[src/rtl/fizzbuzz_ascii_tx.sv]
// Serialises FizzBuzz tokens into ASCII bytes ("Fizz", "Buzz", "FizzBuzz" or decimal index),
// each terminated by a newline, over a valid/ready byte stream.
module fizzbuzz_ascii_tx #(
  parameter int unsigned IDX_W = 7
) (
  input  logic             clk,
  input  logic             resetn,
  input  logic             in_valid,
  output logic             in_ready,
  input  logic             in_fizz,
  input  logic             in_buzz,
  input  logic             in_fizzbuzz,
  input  logic [IDX_W-1:0] in_index,
  output logic             out_valid,
  input  logic             out_ready,
  output logic [7:0]       out_data,
  output logic             out_last
);

  typedef enum logic {S_IDLE, S_EMIT} state_t;
  typedef enum logic [1:0] {K_FIZZBUZZ, K_FIZZ, K_BUZZ, K_NUM} kind_t;

  state_t          r_state;
  kind_t           r_kind;
  logic [3:0][7:0] r_dig;
  logic [3:0]      r_len;
  logic [3:0]      r_ptr;
  logic            r_out_valid;
  logic [7:0]      r_out_data;
  logic            r_out_last;

  kind_t           w_kind;
  logic [3:0][7:0] w_dig;
  logic [3:0]      w_num_len;
  logic [3:0]      w_len;
  logic [13:0]     w_val;
  logic [3:0]      w_d3, w_d2, w_d1, w_d0;
  logic [7:0]      w_first;
  logic [7:0]      w_next;
  logic [3:0]      w_ptr_inc;

  function automatic logic [7:0] f_fizz(input logic [1:0] i);
    logic [7:0] c;
    unique case (i)
      2'd0:    c = 8'h46;
      2'd1:    c = 8'h69;
      default: c = 8'h7A;
    endcase
    return c;
  endfunction

  function automatic logic [7:0] f_buzz(input logic [1:0] i);
    logic [7:0] c;
    unique case (i)
      2'd0:    c = 8'h42;
      2'd1:    c = 8'h75;
      default: c = 8'h7A;
    endcase
    return c;
  endfunction

  // Byte at position idx of a token; position len is always the terminating newline.
  function automatic logic [7:0] f_byte(input kind_t k, input logic [3:0][7:0] dig,
                                        input logic [3:0] len, input logic [3:0] idx);
    logic [7:0] c;
    if (idx == len) begin
      c = 8'h0A;
    end else begin
      unique case (k)
        K_FIZZBUZZ: c = idx[2] ? f_buzz(idx[1:0]) : f_fizz(idx[1:0]);
        K_FIZZ:     c = f_fizz(idx[1:0]);
        K_BUZZ:     c = f_buzz(idx[1:0]);
        default:    c = dig[idx[1:0]];
      endcase
    end
    return c;
  endfunction

  always_comb begin
    w_val = 14'(in_index);
    w_d0  = 4'(w_val % 14'd10);
    w_d1  = 4'((w_val / 14'd10) % 14'd10);
    w_d2  = 4'((w_val / 14'd100) % 14'd10);
    w_d3  = 4'(w_val / 14'd1000);

    // Digits are left-aligned so entry 0 is always the most significant one.
    w_dig     = '0;
    w_num_len = 4'd1;
    if (w_val >= 14'd1000) begin
      w_num_len = 4'd4;
      w_dig     = {{4'h3, w_d0}, {4'h3, w_d1}, {4'h3, w_d2}, {4'h3, w_d3}};
    end else if (w_val >= 14'd100) begin
      w_num_len = 4'd3;
      w_dig     = {8'h00, {4'h3, w_d0}, {4'h3, w_d1}, {4'h3, w_d2}};
    end else if (w_val >= 14'd10) begin
      w_num_len = 4'd2;
      w_dig     = {16'h0000, {4'h3, w_d0}, {4'h3, w_d1}};
    end else begin
      w_dig     = {24'h000000, {4'h3, w_d0}};
    end

    if (in_fizzbuzz || (in_fizz && in_buzz)) begin
      w_kind = K_FIZZBUZZ;
      w_len  = 4'd8;
    end else if (in_fizz) begin
      w_kind = K_FIZZ;
      w_len  = 4'd4;
    end else if (in_buzz) begin
      w_kind = K_BUZZ;
      w_len  = 4'd4;
    end else begin
      w_kind = K_NUM;
      w_len  = w_num_len;
    end

    w_ptr_inc = r_ptr + 4'd1;
    w_first   = f_byte(w_kind, w_dig, w_len, 4'd0);
    w_next    = f_byte(r_kind, r_dig, r_len, w_ptr_inc);
  end

  always_ff @(posedge clk or negedge resetn) begin
    if (!resetn) begin
      r_state     <= S_IDLE;
      r_kind      <= K_NUM;
      r_dig       <= '0;
      r_len       <= '0;
      r_ptr       <= '0;
      r_out_valid <= 1'b0;
      r_out_data  <= '0;
      r_out_last  <= 1'b0;
    end else begin
      unique case (r_state)
        S_IDLE: begin
          if (in_valid) begin
            r_kind      <= w_kind;
            r_dig       <= w_dig;
            r_len       <= w_len;
            r_ptr       <= '0;
            r_out_valid <= 1'b1;
            r_out_data  <= w_first;
            r_out_last  <= 1'b0;
            r_state     <= S_EMIT;
          end
        end
        S_EMIT: begin
          if (out_ready) begin
            if (r_out_last) begin
              r_out_valid <= 1'b0;
              r_out_last  <= 1'b0;
              r_ptr       <= '0;
              r_state     <= S_IDLE;
            end else begin
              r_ptr      <= w_ptr_inc;
              r_out_data <= w_next;
              r_out_last <= (w_ptr_inc == r_len);
            end
          end
        end
        default: r_state <= S_IDLE;
      endcase
    end
  end

  assign in_ready  = (r_state == S_IDLE);
  assign out_valid = r_out_valid;
  assign out_data  = r_out_data;
  assign out_last  = r_out_last;

endmodule

[config.mk]
export PLATFORM = sky130hd
export DESIGN_NAME = fizzbuzz_ascii_tx
export DESIGN_NICKNAME = d
export VERILOG_FILES = /design/src/rtl/fizzbuzz_ascii_tx.sv
export SDC_FILE = /design/constraint.sdc
export NUM_CORES = 1
export LEC_CHECK = 0
export CORE_MARGIN = 2
export CORE_UTILIZATION = 60
export CTS_CLUSTER_SIZE = 20
export DETAILED_ROUTE_END_ITERATION = 8
export GPL_TIMING_DRIVEN = 0
export PLACE_DENSITY = 0.83
export SETUP_SLACK_MARGIN = 0.1
export SYNTH_ARGS = -nofsm -noshare
export SYNTH_HDL_FRONTEND = slang
export SYNTH_SLANG_ARGS = --single-unit
[constraint.sdc]
create_clock -name clk -period 6.3 [get_ports clk]
set_input_delay 0.945 -clock clk [delete_from_list [all_inputs] [get_ports clk]]
set_output_delay 0.945 -clock clk [all_outputs]
set_load 0.01 [all_outputs]
---- Word-level counts from Yosys, hierarchy flattened ----
Index checks and enable logic that the tools add are counted.
storage, ports and cells
  register bits ........................... 53
  bits in latches ......................... 0
  bits in writable memories ............... 0
  ROM bits ................................ 0
  input bits .............................. 14
  memories kept ........................... 0
cells by class
  $add $sub $neg .......................... 1
  multiply operators ...................... 0
  div/mod/pow operators ................... 5
  order comparisons ....................... 3
  eq/ne operators ......................... 10
  shift-type cells ........................ 0
  mux-type cells .......................... 39
  bitwise operators ....................... 1
  reduce and logical (&&, ||, !) cells .... 11
operators by type and width
  kind                   number
  $mux 8                 7
  $mux 32                1
  $pmux 8 s2             2
  $mod 14x4->14 const B  2
  $mux 4                 6
  $pmux 6 s2             2
  $pmux 8 s3             1
  $bmux 8 s2             1
  $div 7x4->14 const B   1
  $div 7x7->14 const B   1
  $mod 7x4->14 const B   1
  $mux 14                1
  $mux 1                 10
  $mux 2                 4
  $pmux 4 s2             1
  $ge 7x4->1 const B     1
  $ge 7x7->1 const B     1
  $eq 2x1->1 const B     3
  $logic_not 2->1        3
  $ne 2x2->1 const B     3
  $pmux 1 s2             3
  $reduce_and 3->1       2
  $add 4x1->4 const B    1
  $eq 2x2->1 const B     2
  other kinds (9)        10

---- Longest topological paths before layout ----
Gate-level depths: netlist of run 1.
  depth in word-level cells ............... 10
  mapped depth ............................ 11
  depth with buffers taken out ............ 9

---- Worst setup path before layout of run 1 ----
OpenSTA, ideal clock, no wires.
  path type ............................... in2reg
  from .................................... input port in_index[5]
  to ...................................... register r_dig[10] (netlist bit)
  arrival ................................. 2.446 ns
  data required time ...................... 6.208 ns
  slack ................................... 3.762 ns
  stages on the path ...................... 8
  buffers on the path ..................... 1
  cells stage by stage .................... buf_4 -> nor3b_1 -> a21oi_1 -> o211ai_1 -> inv_1 -> ha_1 -> mux2_4 -> o31ai_2
between the ends
  cells in the longest elaborated chain, start to end .. 3
  elaborated cells between the ends (all ways) .. 7
  those cells by class .................... 3 x div; 2 x order compare; 2 x mux
ends and longest elaborated chain
  what                                             RTL line  RTL
  start: declaration                               13        input logic [IDX_W-1:0] in_index,
  $div 7x4->14, or another cell as far along       82        w_d1 = 4'((w_val / 14'd10) % 14'd10);
  $mod 14x4->14 / $mux 14 (equally long branches)  82, 95
  $mux 32 (*)                                      92        end else if (w_val >= 14'd100) begin
  end signal: assignment                           136       r_dig <= w_dig;
  end: declaration                                 25        logic [3:0][7:0] r_dig;
Every way passes the cells marked *; elsewhere a longest branch is shown, timed or not.
A chain may end at the register's enable or synchronous reset.

---- Final worst setup path of run 1 ----
  from .................................... input port in_index[6]
  to ...................................... register r_dig[10] (netlist bit)
Same word-level chain as after synthesis.

==> results.yml, run 1 <==
detailed_routing:
  routed_via_density: 6.37
  dr.pass1.iters: 6
  drt-initial-drc-count: 241
  wire_per_inst_microns: 17.2
  drc: 0
  totalWireLength_microns: 6690
  final_antenna_net_count: 0
  num_vias: 2477
yosys:
  synth-edff-count: 0
  synth_seq_cells: 35
  syn_area_sq_um: 2550
  synth_area_leaders: "dfrtp_1 32%, nor2_1 5.5%, a21oi_1 4.9%"
  yosysTopAreaCell: "dfrtp_1"
  synth_seq_area_share_pct: 34.5
  synth_cells: 311
  syn-num-nets: 331
  yosysTopAreaCellShare_pct: 32.4
  ys_warn_count: 0
  synth_flop_cell: "dfrtp_1"
  synthArstFlopShare_pct: 100
  syn_area_per_cell_sq_um: 8.19
  synth.distinct_cells: 62
finish:
  num-fill-cells: 341
  ff_latch_area_sq_um: 878
  drive_gt1_share_pct: 10.3
  final_cell_mix: "37 x nor2_1, 33 x dfrtp_1, 30 x nand2_1"
  multi_input_area_sq_um: 1520
  nets: 358
  area_growth_pct: 14.0
  antennaDiodeCount: 0
  mostFrequentLayoutCell: "nor2_1"
global_route:
  overflow: 0
  grt_pass1_vias: 2282
  grt_pass1_wl_microns: 11300
  antenna_found_initial: 0
  track_usage_pct: 29.2
  grt_max_degree: 36
placement:
  portBuffers: 20
  pre_cts_ws_ns: 3.06
  dpl.hpwl_microns: 4900
  gp_congestion: 0.919
clock_tree:
  cts_setup_buffers: 0
  cts_htree_levels: 2
  clk_latency_ns: 0.30
  cts_tree: "done"
  clkTransAtPathRegs_ns: 0.08
  root_buffer: "clkbuf_8"
  cts_resized: 0
  numCtsBuffers: 5
  clockBufferDepth: 2
  cts_sinks: 35
  ctsHoldBuffers: 0
setup_path:
  reg2reg_to: "out_data[4]$_DFFE_PN0P_"
  critical_path.cell_chain: "clkdlybuf4s50_1, nand2b_1, o21ai_0, a21oi_1, o211ai_1, inv_1, ha_1, mux2_4, o31ai_2"
  cp_top_family: "compound AO/OA/AOI/OAI gates"
  crit_fanout: 7
  startpoint_type: "input port"
  required_ns: 6.51
  rrSetupSlack_ns: 3.43
  crit_end: "r_dig[10]$_DFFE_PN0P_"
  cp.arrival_ns: 3.16
  reg2reg_depth: 10
  cp_slowest_cell: "clkdlybuf4s50_1"
  crit_cells: 9
  crit_buf_inv: 2
  regToRegStartpoint: "r_ptr[0]$_DFFE_PN0P_"
  cpPeakStageDelay_ns: 0.49
  setup.worst_path.class: "in -> reg"
  crit_start: "in_index[6]"
  end_kind: "flop"
floorplanning:
  ios: 25
  fp.dieH_microns: 69.2
  initial_core_util_pct: 62.8
  die-area_sq_um: 4780
  core_region_area_sq_um: 4060
  row_count: 23
  die_x_microns: 69.2
timing:
  tightest_slew_ns: 0.831
  worst_clock_skew_ns: 0.0158
  slew_headroom_pct: 44.0
  layout_min_cycle_time_ns: 2.96
  fmax_ghz: 0.338
  fin_ws_ns: 3.34
  period_share_pct: 46.9
  hold_viol_final: 0
  hold_ws_ns: 0.485
  tns_ns: 0
  slew_violations: 0
  rsz0062_at_grt: "no"
  finalSetupViolCount: 0
min_path:
  hold_path_class: "reg -> reg"
run_status:
  status: "finished, final reports clean"
job:
  cap_violations: 0
power:
  ir_drop_v: 0.000257
  power_mw: 1.20
  p_leak_nw: 1.19
  p_per_area_nw_per_um2: 412
## per-stage QoR
stage | util (%) | instances | cell area (sq um)
2_1_floorplan | - | 311 | 2550
3_3_place_gp | 69.3 | 381 | 2810
3_5_place_dp | 69.1 | 381 | 2810
4_1_cts | 71.6 | 389 | 2900
5_1_grt | 71.6 | 389 | 2900
6_report | 71.6 | 389 | 2900
## power breakdown
part | switching (mW) | internal (mW) | total (mW) | leakage [nW]
sequential | 0.0575 | 0.321 | 0.379 | 0.417
clock | 0.0932 | 0.0893 | 0.183 | 0.0474
combinational | 0.368 | 0.269 | 0.636 | 0.730
total | 0.518 | 0.679 | 1.20 | 1.19
## tightest hold or removal path, stage by stage, from the launching register on
cell and delay [ns]:
dfrtp_1 0.35, nand2_1 0.05, o31ai_1 0.05
## cell families (layout without fill, tap and decap cells)
family	count (synthesis)	in the layout	synth area share [%]
compound gates	96	96	25.5
xor+xnor	11	11	4.37
fa+ha+maj	6	6	2.95
buf+inv	35	63	5.99
flops	35	35	34.5
mux	11	11	4.62
other cells	1	1	0.147
simple gates	116	116	21.9
## cells in the mapped netlist (3+ instances only)
cell type  instances
xnor2_1            9
nor2_1            37
clkbuf_1          14
o21ai_0           19
o22ai_1            5
nand2_1           30
dfrtp_1           33
nand3_1           11
o21a_1             3
inv_1              9
nor3_1             9
buf_2              5
a311oi_1           3
a21oi_1           25
o211ai_1           3
a31oi_1            5
nor2b_1            7
nand2b_1           4
ha_1               6
buf_4              3
o31ai_1           12
mux2i_1            8
## metal layers
metal  vias to the layer above  GRT usage, %  routed length (microns)
met5                         -             0                        0
met4                         0          8.28                       99
met3                        13          7.31                      526
met2                       113          44.8                     3080
met1                      1186          41.2                     2990
li1                       1165             -                        -
## how the worst min path moves through the flow
stage,cells past startpoint,slack (ns),end,startpoint
after floorplan,2,0.44,r_dig[16]$_DFFE_PN0P_,r_dig[16]$_DFFE_PN0P_
after global placement,1,0.45,r_dig[4]$_DFFE_PN0P_,r_dig[4]$_DFFE_PN0P_
after detailed placement,2,0.46,r_dig[16]$_DFFE_PN0P_,r_dig[16]$_DFFE_PN0P_
after CTS,2,0.49,r_dig[19]$_DFFE_PN0P_,r_dig[19]$_DFFE_PN0P_
after global routing,1,0.51,r_dig[20]$_DFFE_PN0P_,r_dig[20]$_DFFE_PN0P_
final,2,0.48,r_dig[19]$_DFFE_PN0P_,r_dig[19]$_DFFE_PN0P_
## registers in the layout, summed over array words and instances (netlist names)
| register | cells |
|---|---|
| r_dig | 15 |
| out_data | 7 |
| r_len | 4 |
| r_ptr | 4 |
| r_kind | 2 |
| out_last | 1 |
| out_valid | 1 |
| r_state | 1 |
## cell type report
cell class                 instances  share of cell area [%]
multi-input combinational        241                    52.2
clock buffer                       6                    2.84
clock inverter                     2                   0.560
tap                               50                    2.15
sequential                        35                    30.2
timing repair buffer              20                    6.72
inverter                          10                    1.29
buffer                            25                    3.96
No activity file was read; power rests on OpenSTA's default activity.
==> run 2, diff against run 1 <==
--- a/config.mk
+++ b/config.mk
@@ -6,11 +6,11 @@
 export NUM_CORES = 1
 export LEC_CHECK = 0
 export CORE_MARGIN = 2
-export CORE_UTILIZATION = 60
+export CORE_UTILIZATION = 52
 export CTS_CLUSTER_SIZE = 20
 export DETAILED_ROUTE_END_ITERATION = 8
 export GPL_TIMING_DRIVEN = 0
-export PLACE_DENSITY = 0.83
+export PLACE_DENSITY = 0.77
 export SETUP_SLACK_MARGIN = 0.1
 export SYNTH_ARGS = -nofsm -noshare
 export SYNTH_HDL_FRONTEND = slang
==> constraint.sdc (replaced) <==
create_clock -name clk -period 2.7 [get_ports clk]
set_input_delay 0.405 -clock clk [delete_from_list [all_inputs] [get_ports clk]]
set_output_delay 0.405 -clock clk [all_outputs]
set_load 0.01 [all_outputs]
==> run 2 against run 1 <==
  * Largest cell class unchanged
  * Clock skew is 0.0079 ns lower
  * Global-route usage down 4.0 points
  * Clock-buffer cell count decreased by 1
  * Non-clock buffer count is the same
  * Cell area up 2.0%
  * First-iteration DRC count shrank 29%
  * Clock power grew to 2.7 times the previous value
  * Utilization fell by 8.9 points
  * Flip-flop and latch count is the same
  * Via count shrank 2.3%
  * Sequential power up 130%
  * Wire length decreased by 6.6%
==> results.yml, run 2 (synthesis gave the netlist of run 1 again) <==
placement:
  dpl.hpwl_microns: 4610
  portBuffers: 20
  gp_congestion: 0.906
global_route:
  antenna_found_initial: 0
  track_usage_pct: 25.3
  grt_use_met3_pct: 3.39
  overflow: 0
  top_usage_layer: "met2"
  grt_use_met2_pct: 40.0
  grt_use_met1_pct: 36.1
  grt_pass1_vias: 2233
  grt_pass1_wl_microns: 10700
  grt_max_degree: 36
setup_path:
  cpPeakStageDelay_ns: 0.55
  setup.worst_path.class: "in -> reg"
  end_kind: "flop"
  crit_fanout: 7
  cp.arrival_ns: 2.61
  regToRegStartpoint: "r_ptr[0]$_DFFE_PN0P_"
  critical_path.cell_chain: "clkdlybuf4s50_1, nor3b_1, a21oi_1, o211ai_1, inv_1, ha_1, mux2_4, o31ai_2"
  required_ns: 2.91
  startpoint_type: "input port"
  cp_slowest_cell: "clkdlybuf4s50_1"
  rrSetupSlack_ns: 0.31
  reg2reg_depth: 10
  reg2reg_to: "out_data[2]$_DFFE_PN0P_"
clock_tree:
  cts_htree_levels: 2
  clk_latency_ns: 0.30
  cts_setup_buffers: 0
  cts_tree: "done"
  cts_sinks: 35
  clockBufferDepth: 2
  clkTransAtPathRegs_ns: 0.08
  numCtsBuffers: 5
  root_buffer: "clkbuf_8"
finish:
  multi_input_area_sq_um: 1530
  num-fill-cells: 428
  final_cell_mix: "37 x nor2_1, 33 x dfrtp_1, 30 x nand2_1"
  regMostFlops: "r_dig"
  mostFrequentLayoutCell: "nor2_1"
  ff_latch_area_sq_um: 878
  nets: 358
  antennaDiodeCount: 0
  largest_reg_flops: 15
  fin_util_pct: 62.7
  drive_gt1_share_pct: 11.5
  area_growth_pct: 16.3
timing:
  tightest_slew_ns: 0.772
  hold_viol_final: 0
  slew_headroom_pct: 48.5
  layout_min_cycle_time_ns: 2.40
  rsz0062_at_grt: "no"
  period_share_pct: 88.8
  slew_violations: 0
  hold_ws_ns: 0.179
  worst_clock_skew_ns: 0.00794
  fmax_ghz: 0.417
  finalSetupViolCount: 0
power:
  combinationalPowerShare_pct: 51.8
  ir_drop_v: 0.000583
  p_seq_share_pct: 30.9
  p_sw_share_pct: 40.9
  power.switching_mw: 1.16
  p_leak_nw: 1.21
  intPower_mw: 1.68
  p_per_area_nw_per_um2: 960
  clkPwrFrac_pct: 17.3
floorplanning:
  ios: 25
  initial_core_util_pct: 53.9
  die-area_sq_um: 5470
  die_x_microns: 74.0
  fp.dieH_microns: 74.0
  core_region_area_sq_um: 4720
  row_count: 25
run_status:
  status: "finished, final reports clean"
detailed_routing:
  wire_per_inst_microns: 15.4
  drc: 0
  dr.pass1.iters: 4
  final_antenna_net_count: 0
  num_vias: 2421
  drt-initial-drc-count: 170
  totalWireLength_microns: 6250
  routed_via_density: 5.96
min_path:
  hold_path_class: "in -> async"
job:
  cap_violations: 0
==> run 2: changes by cell type in the layout (fill, tap and decap cells not counted), sizes merged <==
cell      previous run  this run
bufinv               0         1
clkinvlp             1         0
inv                  9        10
buf                 11        10
==> run 2: cell type report <==
class	count	share of cell area [%]
plain buffers	25	4.14
flip-flops and latches	35	29.7
repair buffers	20	6.59
well taps	67	2.83
inverters	10	1.27
clock buffers	5	2.32
clock inverters	3	1.61
multi-input cells	241	51.6
==> run 2: repair_timing <==
action | 4_1_cts | 5_1_grt
setup endpoints to repair | 5 | 5
hold buffers | 0 | 0
gates resized for setup | 2 | 6
pin swaps | 0 | 0
==> run 2: stage by stage <==
stage / cell area (sq um) / cells / setup TNS (ns) / setup WS [ns] / total power, mW
finish: 2960 / 406 / 0 / 0.303 / 2.84
global route: 2960 / 406 / 0 / 0.128 / 3.08
CTS: 2950 / 406 / 0 / 0.150 / 2.81
detailed placement: 2830 / 398 / -0.183 / -0.139 / 2.31
global placement: 2830 / 398 / -0.0580 / -0.0418 / 2.27
floorplan: 2550 / 311 / 0 / 0.392 / 1.89
==> run 2: per-layer routing <==
layer / wire [microns] / part of all wire, % / vias to the layer above
met5: 0 / 0 / -
met2: 2890 / 46 / 80
li1: - / - / 1170
met3: 334 / 5.3 / 9
met1: 2930 / 47 / 1162
met4: 87 / 1.4 / 0
==> run 2: worst max-delay path by stage <==
| stage | startpoint | depth (start not counted) | end | slack [ns] |
|---|---|---|---|---|
| 2_1_floorplan | r_ptr[0]$_DFFE_PN0P_ | 10 | out_data[4]$_DFFE_PN0P_ | 0.39 |
| 3_3_place_gp | r_ptr[0]$_DFFE_PN0P_ | 10 | out_data[4]$_DFFE_PN0P_ | -0.04 |
| 3_5_place_dp | r_ptr[0]$_DFFE_PN0P_ | 10 | out_data[4]$_DFFE_PN0P_ | -0.14 |
| 4_1_cts | r_ptr[0]$_DFFE_PN0P_ | 10 | out_data[4]$_DFFE_PN0P_ | 0.15 |
| 5_1_grt | out_ready | 6 | out_data[6]$_DFFE_PN0P_ | 0.13 |
| 6_report | in_index[6] | 8 | r_dig[10]$_DFFE_PN0P_ | 0.30 |
==> run 2: worst max-delay path: cells and delay by family <==
family                   cells  cell delay [ns]
buffers and inverters        2             0.67
AO/OA/AOI/OAI                3             0.53
AND/OR/NAND/NOR              1             0.44
adder cells (fa/ha/maj)      1             0.28
multiplexers                 1             0.27
==> run 2: power groups by stage <==
stage	Combinational, mW	Sequential, mW	Clock (mW)
after floorplan	1.01	0.882	0
after global placement	1.39	0.881	0
after detailed placement	1.42	0.888	0
after CTS	1.43	0.878	0.504
after global routing	1.65	0.902	0.523
final	1.47	0.880	0.492
==> run 3, diff against run 2 <==
==> constraint.sdc (replaced) <==
create_clock -name clk -period 2.7 [get_ports clk]
set_input_delay 0.405 -clock clk [delete_from_list [all_inputs] [get_ports clk]]
set_output_delay 0.405 -clock clk [all_outputs]
set_load 0.1 [all_outputs]
==> results of run 3 <==
Same layout as run 2 (identical final DEF). Status: finished, final reports clean.
Main changes from that run: setup slack after layout 0.303 ns -> 0.237 ns; start point of the critical path in_index[6] -> r_state$_DFF_PN0_; end point of the critical path r_dig[10]$_DFFE_PN0P_ -> in_ready; total power 2.84 mW -> 3.25 mW; worst IR drop on VDD 0.000583 V -> 0.000627 V
